<file path="config.mk">
export PLATFORM = sky130hd
export DESIGN_NAME = vdot_operand_sequencer
export DESIGN_NICKNAME = d
export VERILOG_FILES = /design/src/rtl/vdot_operand_sequencer_pkg.sv /design/src/rtl/vdot_operand_sequencer.sv
export SDC_FILE = /design/constraint.sdc
export NUM_CORES = 1
export LEC_CHECK = 0
export ABC_AREA = 1
export CELL_PAD_IN_SITES_DETAIL_PLACEMENT = 0
export CELL_PAD_IN_SITES_GLOBAL_PLACEMENT = 1
export CORE_MARGIN = 1
export CORE_UTILIZATION = 30
export CTS_BUF_LIST = sky130_fd_sc_hd__clkbuf_8
export CTS_CLUSTER_SIZE = 25
export DETAILED_ROUTE_END_ITERATION = 6
export HOLD_SLACK_MARGIN = 0.12
export PLACE_DENSITY = 0.77
export SYNTH_ARGS = -nofsm -noshare
export SYNTH_HDL_FRONTEND = slang
export SYNTH_SLANG_ARGS = --single-unit
</file>
<file path="constraint.sdc">
create_clock -name Clk -period 5.75 [get_ports Clk]
set_input_delay 1.15 -clock Clk [delete_from_list [all_inputs] [get_ports Clk]]
set_output_delay 1.15 -clock Clk [all_outputs]
set_load 0.01 [all_outputs]
</file>
<file path="src/rtl/vdot_operand_sequencer_pkg.sv">
// Purpose : shared constants and state encoding for the vdot operand sequencer.
// Latency : n/a (package only).
// Backpressure: n/a (package only).
package vdot_operand_sequencer_pkg;

    localparam int LANES   = 16;
    localparam int WIDTH   = 16;
    localparam int TIMEOUT = 32;
    localparam int VEC_W   = LANES * WIDTH;

    // Quiet NaN returned in place of a result when the engine never answers.
    localparam logic [15:0] FP16_QNAN = 16'h7E00;

    localparam logic [2:0] ST_LOAD_A = 3'd0;
    localparam logic [2:0] ST_LOAD_B = 3'd1;
    localparam logic [2:0] ST_RUN    = 3'd2;
    localparam logic [2:0] ST_RESULT = 3'd3;
    localparam logic [2:0] ST_GAP    = 3'd4;

    typedef enum logic [2:0] {
        S_LOAD_A = ST_LOAD_A,
        S_LOAD_B = ST_LOAD_B,
        S_RUN    = ST_RUN,
        S_RESULT = ST_RESULT,
        S_GAP    = ST_GAP
    } state_t;

endpackage

</file>
<file path="src/rtl/vdot_operand_sequencer.sv">
// Purpose : assembles serial A/B operand words into vectors, runs the dot-product
//           engine start/done handshake and returns result + overflow on a valid/ready port.
// Latency : dp_start the cycle after the last B word; result one cycle after dp_done
//           (or after TIMEOUT RUN cycles); one GAP cycle after the result handshake.
// Backpressure: in_ready low outside LOAD_A/LOAD_B; res_valid and the result are held
//           until res_ready, and no new operand is accepted until then.
//
// Ports:
//   Clk, Rst                 clock, synchronous active-high reset
//   in_data/in_valid/in_ready operand word stream (A lanes 0..15, then B lanes 0..15)
//   flush                    drop a partially loaded operand set (load states only)
//   dp_A, dp_B, dp_start     operand vectors and start to the engine
//   dp_out, dp_V, dp_done    engine result, overflow and done
//   res_data/res_V/res_valid/res_ready  captured result port
//   timeout_err              sticky engine timeout indicator
//   busy                     operation in flight (RUN, RESULT, GAP)
module vdot_operand_sequencer
    import vdot_operand_sequencer_pkg::*;
#(
    parameter int LANES   = vdot_operand_sequencer_pkg::LANES,
    parameter int WIDTH   = vdot_operand_sequencer_pkg::WIDTH,
    parameter int TIMEOUT = vdot_operand_sequencer_pkg::TIMEOUT
) (
    input  logic                     Clk,
    input  logic                     Rst,
    input  logic [WIDTH-1:0]         in_data,
    input  logic                     in_valid,
    output logic                     in_ready,
    input  logic                     flush,
    output logic [LANES*WIDTH-1:0]   dp_A,
    output logic [LANES*WIDTH-1:0]   dp_B,
    output logic                     dp_start,
    input  logic [WIDTH-1:0]         dp_out,
    input  logic                     dp_V,
    input  logic                     dp_done,
    output logic [WIDTH-1:0]         res_data,
    output logic                     res_V,
    output logic                     res_valid,
    input  logic                     res_ready,
    output logic                     timeout_err,
    output logic                     busy
);

    localparam int IW = $clog2(LANES);
    localparam int TW = $clog2(TIMEOUT);

    state_t          state;
    state_t          state_nxt;
    logic [IW-1:0]   idx;
    logic [TW-1:0]   timer;

    logic            xfer;
    logic            last_lane;
    logic            timer_exp;

    assign in_ready  = (state == S_LOAD_A) || (state == S_LOAD_B);
    assign busy      = (state == S_RUN) || (state == S_RESULT) || (state == S_GAP);
    assign xfer      = in_valid && in_ready;
    assign last_lane = (idx == IW'(LANES - 1));
    assign timer_exp = (timer == TW'(TIMEOUT - 1));

    always_ff @(posedge Clk) begin
        if (Rst) begin
            state <= S_LOAD_A;
        end else begin
            state <= state_nxt;
        end
    end

    always_comb begin
        state_nxt = state;
        case (state)
            S_LOAD_A: begin
                // flush outranks a coincident word
                if (flush)                   state_nxt = S_LOAD_A;
                else if (xfer && last_lane)  state_nxt = S_LOAD_B;
            end
            S_LOAD_B: begin
                if (flush)                   state_nxt = S_LOAD_A;
                else if (xfer && last_lane)  state_nxt = S_RUN;
            end
            S_RUN: begin
                if (dp_done || timer_exp)    state_nxt = S_RESULT;
            end
            S_RESULT: begin
                if (res_valid && res_ready)  state_nxt = S_GAP;
            end
            S_GAP:                           state_nxt = S_LOAD_A;
            default:                         state_nxt = S_LOAD_A;
        endcase
    end

    always_ff @(posedge Clk) begin
        if (Rst) begin
            dp_A        <= '0;
            dp_B        <= '0;
            dp_start    <= 1'b0;
            res_data    <= '0;
            res_V       <= 1'b0;
            res_valid   <= 1'b0;
            timeout_err <= 1'b0;
            idx         <= '0;
            timer       <= '0;
        end else begin
            case (state)
                S_LOAD_A, S_LOAD_B: begin
                    if (flush) begin
                        // restart the operand set; vector contents are left as they are
                        idx <= '0;
                    end else if (xfer) begin
                        if (state == S_LOAD_A) dp_A[int'(idx)*WIDTH +: WIDTH] <= in_data;
                        else                   dp_B[int'(idx)*WIDTH +: WIDTH] <= in_data;
                        idx <= last_lane ? '0 : idx + 1'b1;
                        if ((state == S_LOAD_B) && last_lane) begin
                            dp_start <= 1'b1;
                            timer    <= '0;
                        end
                    end
                end
                S_RUN: begin
                    // a done arriving on the timeout cycle is still a good result
                    if (dp_done) begin
                        res_data  <= dp_out;
                        res_V     <= dp_V;
                        res_valid <= 1'b1;
                        timer     <= '0;
                    end else if (timer_exp) begin
                        res_data    <= FP16_QNAN;
                        res_V       <= 1'b1;
                        timeout_err <= 1'b1;
                        res_valid   <= 1'b1;
                        timer       <= '0;
                    end else begin
                        timer <= timer + 1'b1;
                    end
                end
                S_RESULT: begin
                    // dp_start stays up through RESULT so the engine keeps done asserted
                    if (res_valid && res_ready) begin
                        res_valid <= 1'b0;
                        dp_start  <= 1'b0;
                    end
                end
                default: begin
                end
            endcase
        end
    end

endmodule

</file>
==> results of run 1 <==
report_power, final:
group | switching [mW] | internal (mW) | leakage (nW)
combinational | 1.68 | 0.452 | 6.47
clock | 1.66 | 1.87 | 1.08
sequential | 0.0598 | 3.84 | 4.38
total | 3.40 | 6.17 | 11.9
critical path, stage by stage, from the launching register on:
cell and delay (ns):
dfxtp_1 0.68, inv_2 0.46, ha_2 0.37, inv_2 0.05, nand2_1 0.05, nand2_2 0.10, inv_2 0.28, nor2_4 0.55
nand2_1 0.40, nor2_2 0.86, nand2_1 0.12, nand2_1 0.10, nor2_1 0.05
sequential cells by signal, summed over array words and instances, names as in the netlist:
name	count
dp_start	1
idx	4
res_V	1
dp_B	256
res_data	16
timer	5
state	3
dp_A	256
timeout_err	1
res_valid	1
cell families (layout without fill, tap and decap cells):
family	count (synthesis)	after routing	share of synthesized area
other	0	2	0
DFF	544	544	0.494
buffers and inverters	412	961	0.0765
AOI/OAI and AO/OA	343	343	0.0822
xor gates and xnor gates	3	3	0.00119
adders and majority gates	5	5	0.00284
and+or+nand+nor	1749	1749	0.343
cell usage after synthesis:
master	number
nor2_1	755
o221a_2	7
buf_2	66
inv_2	21
nand4_1	214
buf_4	13
buf_6	1
o21ai_1	70
nand3_2	5
o211ai_1	1
o21ai_0	78
nor2_2	8
a21oi_4	1
a21oi_1	161
nor3_1	60
clkbuf_1	122
nand2_2	2
nor3_2	21
nor4_1	2
nand2_1	625
nor2_4	10
o21bai_1	5
dfxtp_1	544
nand4_2	3
clkinv_1	1
xor2_1	3
nand3_1	39
buf_1	20
nor4_2	3
nor3b_1	2
ha_1	5
inv_1	168
a31oi_1	20
routing by layer:
metal | wire, µm | global-route usage
met4 | 2100 | 0.0626
met5 | 0 | 0
met1 | 38000 | 0.290
met2 | 44300 | 0.403
met3 | 7510 | 0.0768
layout by cell type (no fill, tap or decap), types with 2 or more instances in the layout:
cell type / instances
diode_2: 2
a21oi_1: 161
clkinv_2: 6
nor2_4: 14
nand4_2: 3
inv_8: 3
inv_1: 203
buf_4: 35
o221a_2: 7
xor2_1: 3
nand3_1: 39
nor4_1: 2
bufinv_16: 2
clkdlybuf4s50_1: 571
a31oi_1: 20
nor2_2: 9
nor4_2: 3
clkinvlp_4: 2
nand2_2: 2
clkbuf_8: 113
o21ai_1: 70
dfxtp_1: 544
nand4_1: 214
inv_2: 20
nand3_2: 5
o21ai_0: 78
ha_1: 3
nand2_1: 625
nor3b_1: 2
nor3_2: 21
nor2_1: 750
o21bai_1: 5
nor3_1: 60
buf_12: 3
worst paths after layout:
path,start,to,slack [ns],cells past startpoint
setup / recovery,idx[0],dp_B[88],1.57,12
setup reg to reg,idx[0],dp_B[88],1.57,12
hold reg to reg,res_data[15],res_data[15],0.46,2
hold / removal,res_data[15],res_data[15],0.46,2
layout make-up:
cell class | count | area share
Sequential cell | 544 | 0.361
Multi-Input combinational cell | 2100 | 0.315
Timing Repair Buffer | 609 | 0.200
Clock buffer | 113 | 0.0515
Tap cell | 950 | 0.0394
Inverter | 190 | 0.0239
Clock inverter | 49 | 0.00978
Antenna cell | 2 | 0.000166
==> impl_metrics.csv, run 1 <==
group,metric,value,unit
run_status,outcome,"finished, final reports clean",
timing,finalHoldViolations,0,
clock_network,cts-root-buf,"clkbuf_8",
timing,fin_setup_tns,0,ns
synth,yosys.area.top_type,"dfxtp_1",
timing,slew_violations,0,
worst_setup_path,endpoint_kind,"register",
clock_network,h-tree-depth,3,
timing,setup_viol,0,
floorplanning,ios,573,
layout,areaGrowthSynthToFinish,37.1,%
synth,ys_warn_count,0,
floorplanning,row_count,98,
layout,fillers,7502,
clock_network,post_cts_buffers,0,
layout,instances_no_fill,4557,
hold_path,hold_path.class,"reg -> reg",
worst_setup_path,crit_required,6.34,ns
synth,synth_cell_types,33,
layout,ff_latch_area,10900,µm²
timing,fmax,239,MHz
layout,nNetsFinal,3584,
flow_run,maxCapViolCount,0,
synth,mappedNetlistArea,22000,µm²
power,leakagePower,11.9,nW
placed_design,dp_cells,4393,
floorplanning,die_area,74500,µm²
global_routing,track_usage,0.238,
timing,period_share,0.727,
synth,synth.top_cell.area_share,0.494,
floorplanning,core_region_area,72100,µm²
layout,utilization,0.419,
routing,wl,91900,µm
floorplanning,start_util,0.306,
routing,drt_pass1_iterations,6,
timing,rsz0062_at_grt,"false",
placed_design,hpwl,64700,µm
global_routing,grt_antenna_before_repair,2,
worst_setup_path,path_max_fanout,40,
routing,vias,21800,
timing,holdWs,0.459,ns
power,ir_drop,287,µV
clock_network,clk_path_buf_depth,3,
clock_network,hold_buffers,0,
global_routing,grt_pass1_wl,134000,µm
placed_design,dp_worst_setup_slack,1.67,ns
timing,fin_skew,0.0448,ns
synth,ys_ff_latch,544,
clock_network,path_clk_slew,0.06,ns
synth,syn_inst,3056,
routing,drc,0,
timing,slew_headroom,0.180,
clock_network,ctsResizeCount,0,
worst_setup_path,start_kind,"register",
global_routing,overflow,0,
synth,syn_nets,3100,
placed_design,gp_congestion,0.812,
power,powerDensity,317,nW/µm²
global_routing,grt_max_degree,177,
clock_network,clock-sinks,544,
clock_network,numCtsBuffers,95,
routing,first_iter_violations,1593,
routing,via_per_inst,4.79,
placed_design,portBuffers,572,
synth,synth_area_leaders,"dfxtp_1 (49%), nor2_1 (13%), nand2_1 (11%), nand4_1 (6.1%), a21oi_1 (3.7%)",
layout,drive_gt1_frac,0.0705,
layout,multiInputGateArea,9500,µm²
global_routing,grt_pass1_vias,20300,
layout,fin_area,30200,µm²
clock_network,clk_latency,0.71,ns
clock_network,cts_tree,"done",
placed_design,dpl-instance-area,28300,µm²
worst_setup_path,crit_type,"reg -> reg",
synth,avgSynthCellArea,7.21,µm²
timing,post-route-min-period,4.18,ns
routing,postRouteAntennaNets,0,
floorplanning,die_w,273,µm
synth,ys_seq_area_frac,0.494,
power,total_power,9.56,mW
floorplanning,die_h,273,µm
routing,routedWlPerCell,20.2,µm
timing,setup_ws,1.57,ns
timing,tightest_slew,1.23,ns
worst_setup_path,arrival,4.77,ns
Note: power is estimated with default switching activity, not from simulation.
==> run 2: changes to the inputs <==
==> constraint.sdc (replaced) <==
create_clock -name Clk -period 3.9 [get_ports Clk]
set_input_delay 0.78 -clock Clk [delete_from_list [all_inputs] [get_ports Clk]]
set_output_delay 0.78 -clock Clk [all_outputs]
set_load 0.01 [all_outputs]
==> impl_metrics.csv, run 2 (synthesized netlist as in run 1, its figures left out) <==
group,metric,value,unit
run_status,outcome,"finished, final reports clean",
clock_network,clk_latency,0.70,ns
layout,final_common_cell,"nor2_1",
worst_setup_path,critPathLaunch,"idx[0]",
power,powerDensity,473,nW/µm²
floorplanning,core_region_area,72100,µm²
layout,areaGrowthSynthToFinish,39.4,%
timing,fin_setup_tns,0,ns
global_routing,grt_max_degree,172,
placed_design,hpwl,66200,µm
clock_network,clk_path_buf_depth,3,
worst_setup_path,timing.critical_path.buf_inv,2,
clock_network,cts_tree,"done",
timing,rsz0062_at_grt,"false",
routing,wl,92500,µm
clock_network,ctsResizeCount,0,
worst_setup_path,crit_top_cell,"inv_2",
clock_network,post_cts_buffers,0,
clock_network,numCtsBuffers,97,
timing,post-route-min-period,3.34,ns
global_routing,grt_antenna_before_repair,2,
worst_setup_path,max_stage_delay,0.69,ns
worst_setup_path,timing.rr.start,"idx[0]",
clock_network,clock-sinks,544,
placed_design,dp_worst_setup_slack,0.584,ns
hold_path,hold_path.class,"reg -> reg",
worst_setup_path,rrSetupSlack,0.56,ns
power,total_power,14.5,mW
worst_setup_path,critical_path.slowest_cell,"dfxtp_1",
routing,routedWlPerCell,20.1,µm
clock_network,h-tree-depth,3,
clock_network,path_clk_slew,0.07,ns
placed_design,portBuffers,572,
worst_setup_path,crit_path_cell_trace,"inv_2 > ha_2 > inv_2 > nand4_1 > nor2_4 > nand3_1 > nand2_1 > a21oi_1",
power,ir_drop,387,µV
routing,vias,21800,
routing,drc,0,
timing,period_share,0.857,
layout,nNetsFinal,3634,
clock_network,cts-root-buf,"clkbuf_8",
floorplanning,die_area,74500,µm²
floorplanning,die_w,273,µm
timing,slew_violations,0,
global_routing,grt_pass1_vias,20600,
layout,utilization,0.426,
worst_setup_path,endpoint_kind,"register",
timing,finalHoldViolations,0,
routing,postRouteAntennaNets,0,
worst_setup_path,crit_required,4.44,ns
floorplanning,die_h,273,µm
timing,fmax,299,MHz
hold_path,hold_start,"dp_B[28]",
worst_setup_path,reg2reg_depth,8,
layout,reg_top3,"dp_A (256), dp_B (256), res_data (16)",
layout,final_cell_mix,"nor2_1 (750), nand2_1 (625), clkdlybuf4s50_1 (571)",
flow_run,maxCapViolCount,0,
timing,setup_ws,0.556,ns
routing,drt_pass1_iterations,5,
power,leakagePower,12.2,nW
worst_setup_path,crit_type,"reg -> reg",
timing,setup_viol,0,
worst_setup_path,worstSetupEndpoint,"dp_A[57]",
worst_setup_path,reg2reg_to,"dp_A[57]",
floorplanning,start_util,0.306,
worst_setup_path,arrival,3.89,ns
timing,slew_headroom,0.204,
worst_setup_path,path_delay_family,"simple AND/OR/NAND/NOR gates",
routing,first_iter_violations,1446,
worst_setup_path,cp.depth,8,
floorplanning,ios,573,
worst_setup_path,path_max_fanout,33,
floorplanning,row_count,98,
timing,fin_skew,0.0254,ns
global_routing,overflow,0,
global_routing,grt_pass1_wl,134000,µm
clock_network,hold_buffers,0,
global_routing,track_usage,0.239,
placed_design,gp_congestion,0.840,
layout,drive_gt1_frac,0.0866,
worst_setup_path,start_kind,"register",
routing,via_per_inst,4.72,
timing,tightest_slew,1.19,ns
==> run 2: cell count changes in the layout (fill, tap and decap cells not counted) <==
cell and change:
clkinv_2 +6, buf_12 +2, buf_4 +46, clkinvlp_4 -2
inv_8 +1, diode_2 -1, clkinv_8 +1, inv_1 -8
inv_12 -1, clkbuf_8 +11, inv_6 -1
==> run 2: how the worst min path moves through the flow <==
stage | slack [ns] | cells after the start | endpoint
floorplan | 0.45 | 2 | timer[4]
global placement | 0.45 | 2 | res_data[3]
detailed placement | 0.45 | 2 | res_data[1]
CTS | 0.46 | 2 | dp_B[56]
global route | 0.48 | 2 | res_data[8]
finish | 0.46 | 2 | dp_B[28]
==> run 2: power breakdown <==
part	total (mW)	internal [mW]	switching, mW
Clock	5.46	2.99	2.48
Sequential	5.76	5.67	0.0881
Combinational	3.32	0.802	2.52
Total	14.5	9.46	5.09
==> run 2: through the flow <==
stage | std cells | area (µm²) | hold WS [ns]
5_1_grt | 4611 | 30700 | 0.475
2_1_floorplan | 3056 | 22000 | 0.445
6_report | 4611 | 30700 | 0.460
3_3_place_gp | 4441 | 28700 | 0.449
4_1_cts | 4610 | 30700 | 0.461
3_5_place_dp | 4441 | 28700 | 0.452
==> run 2: area by class of cell <==
class	count	area, µm²
Fill cell	7487	41400
Sequential cell	544	10900
Multi-Input combinational cell	2100	9500
Timing Repair Buffer	657	6420
Clock buffer	124	1710
Tap cell	950	1190
Inverter	190	722
Clock inverter	45	283
Antenna cell	1	2.50
==> run 2: tightest hold or removal path, delay by kind of cell, from the launching register on <==
kind	cells	cell delay, ns
flip-flops	1	0.31
AND/OR/NAND/NOR	1	0.06
AO/OA/AOI/OAI	1	0.05
==> run 2: layer usage <==
metal | track usage | vias up | wire (µm) | part of all wire
met5 | 0 | - | 15 | 0.00016
met4 | 0.0769 | 2 | 2670 | 0.029
met3 | 0.0729 | 158 | 7110 | 0.077
met2 | 0.403 | 640 | 44400 | 0.48
met1 | 0.290 | 10000 | 38300 | 0.41
li1 | - | 10900 | - | -
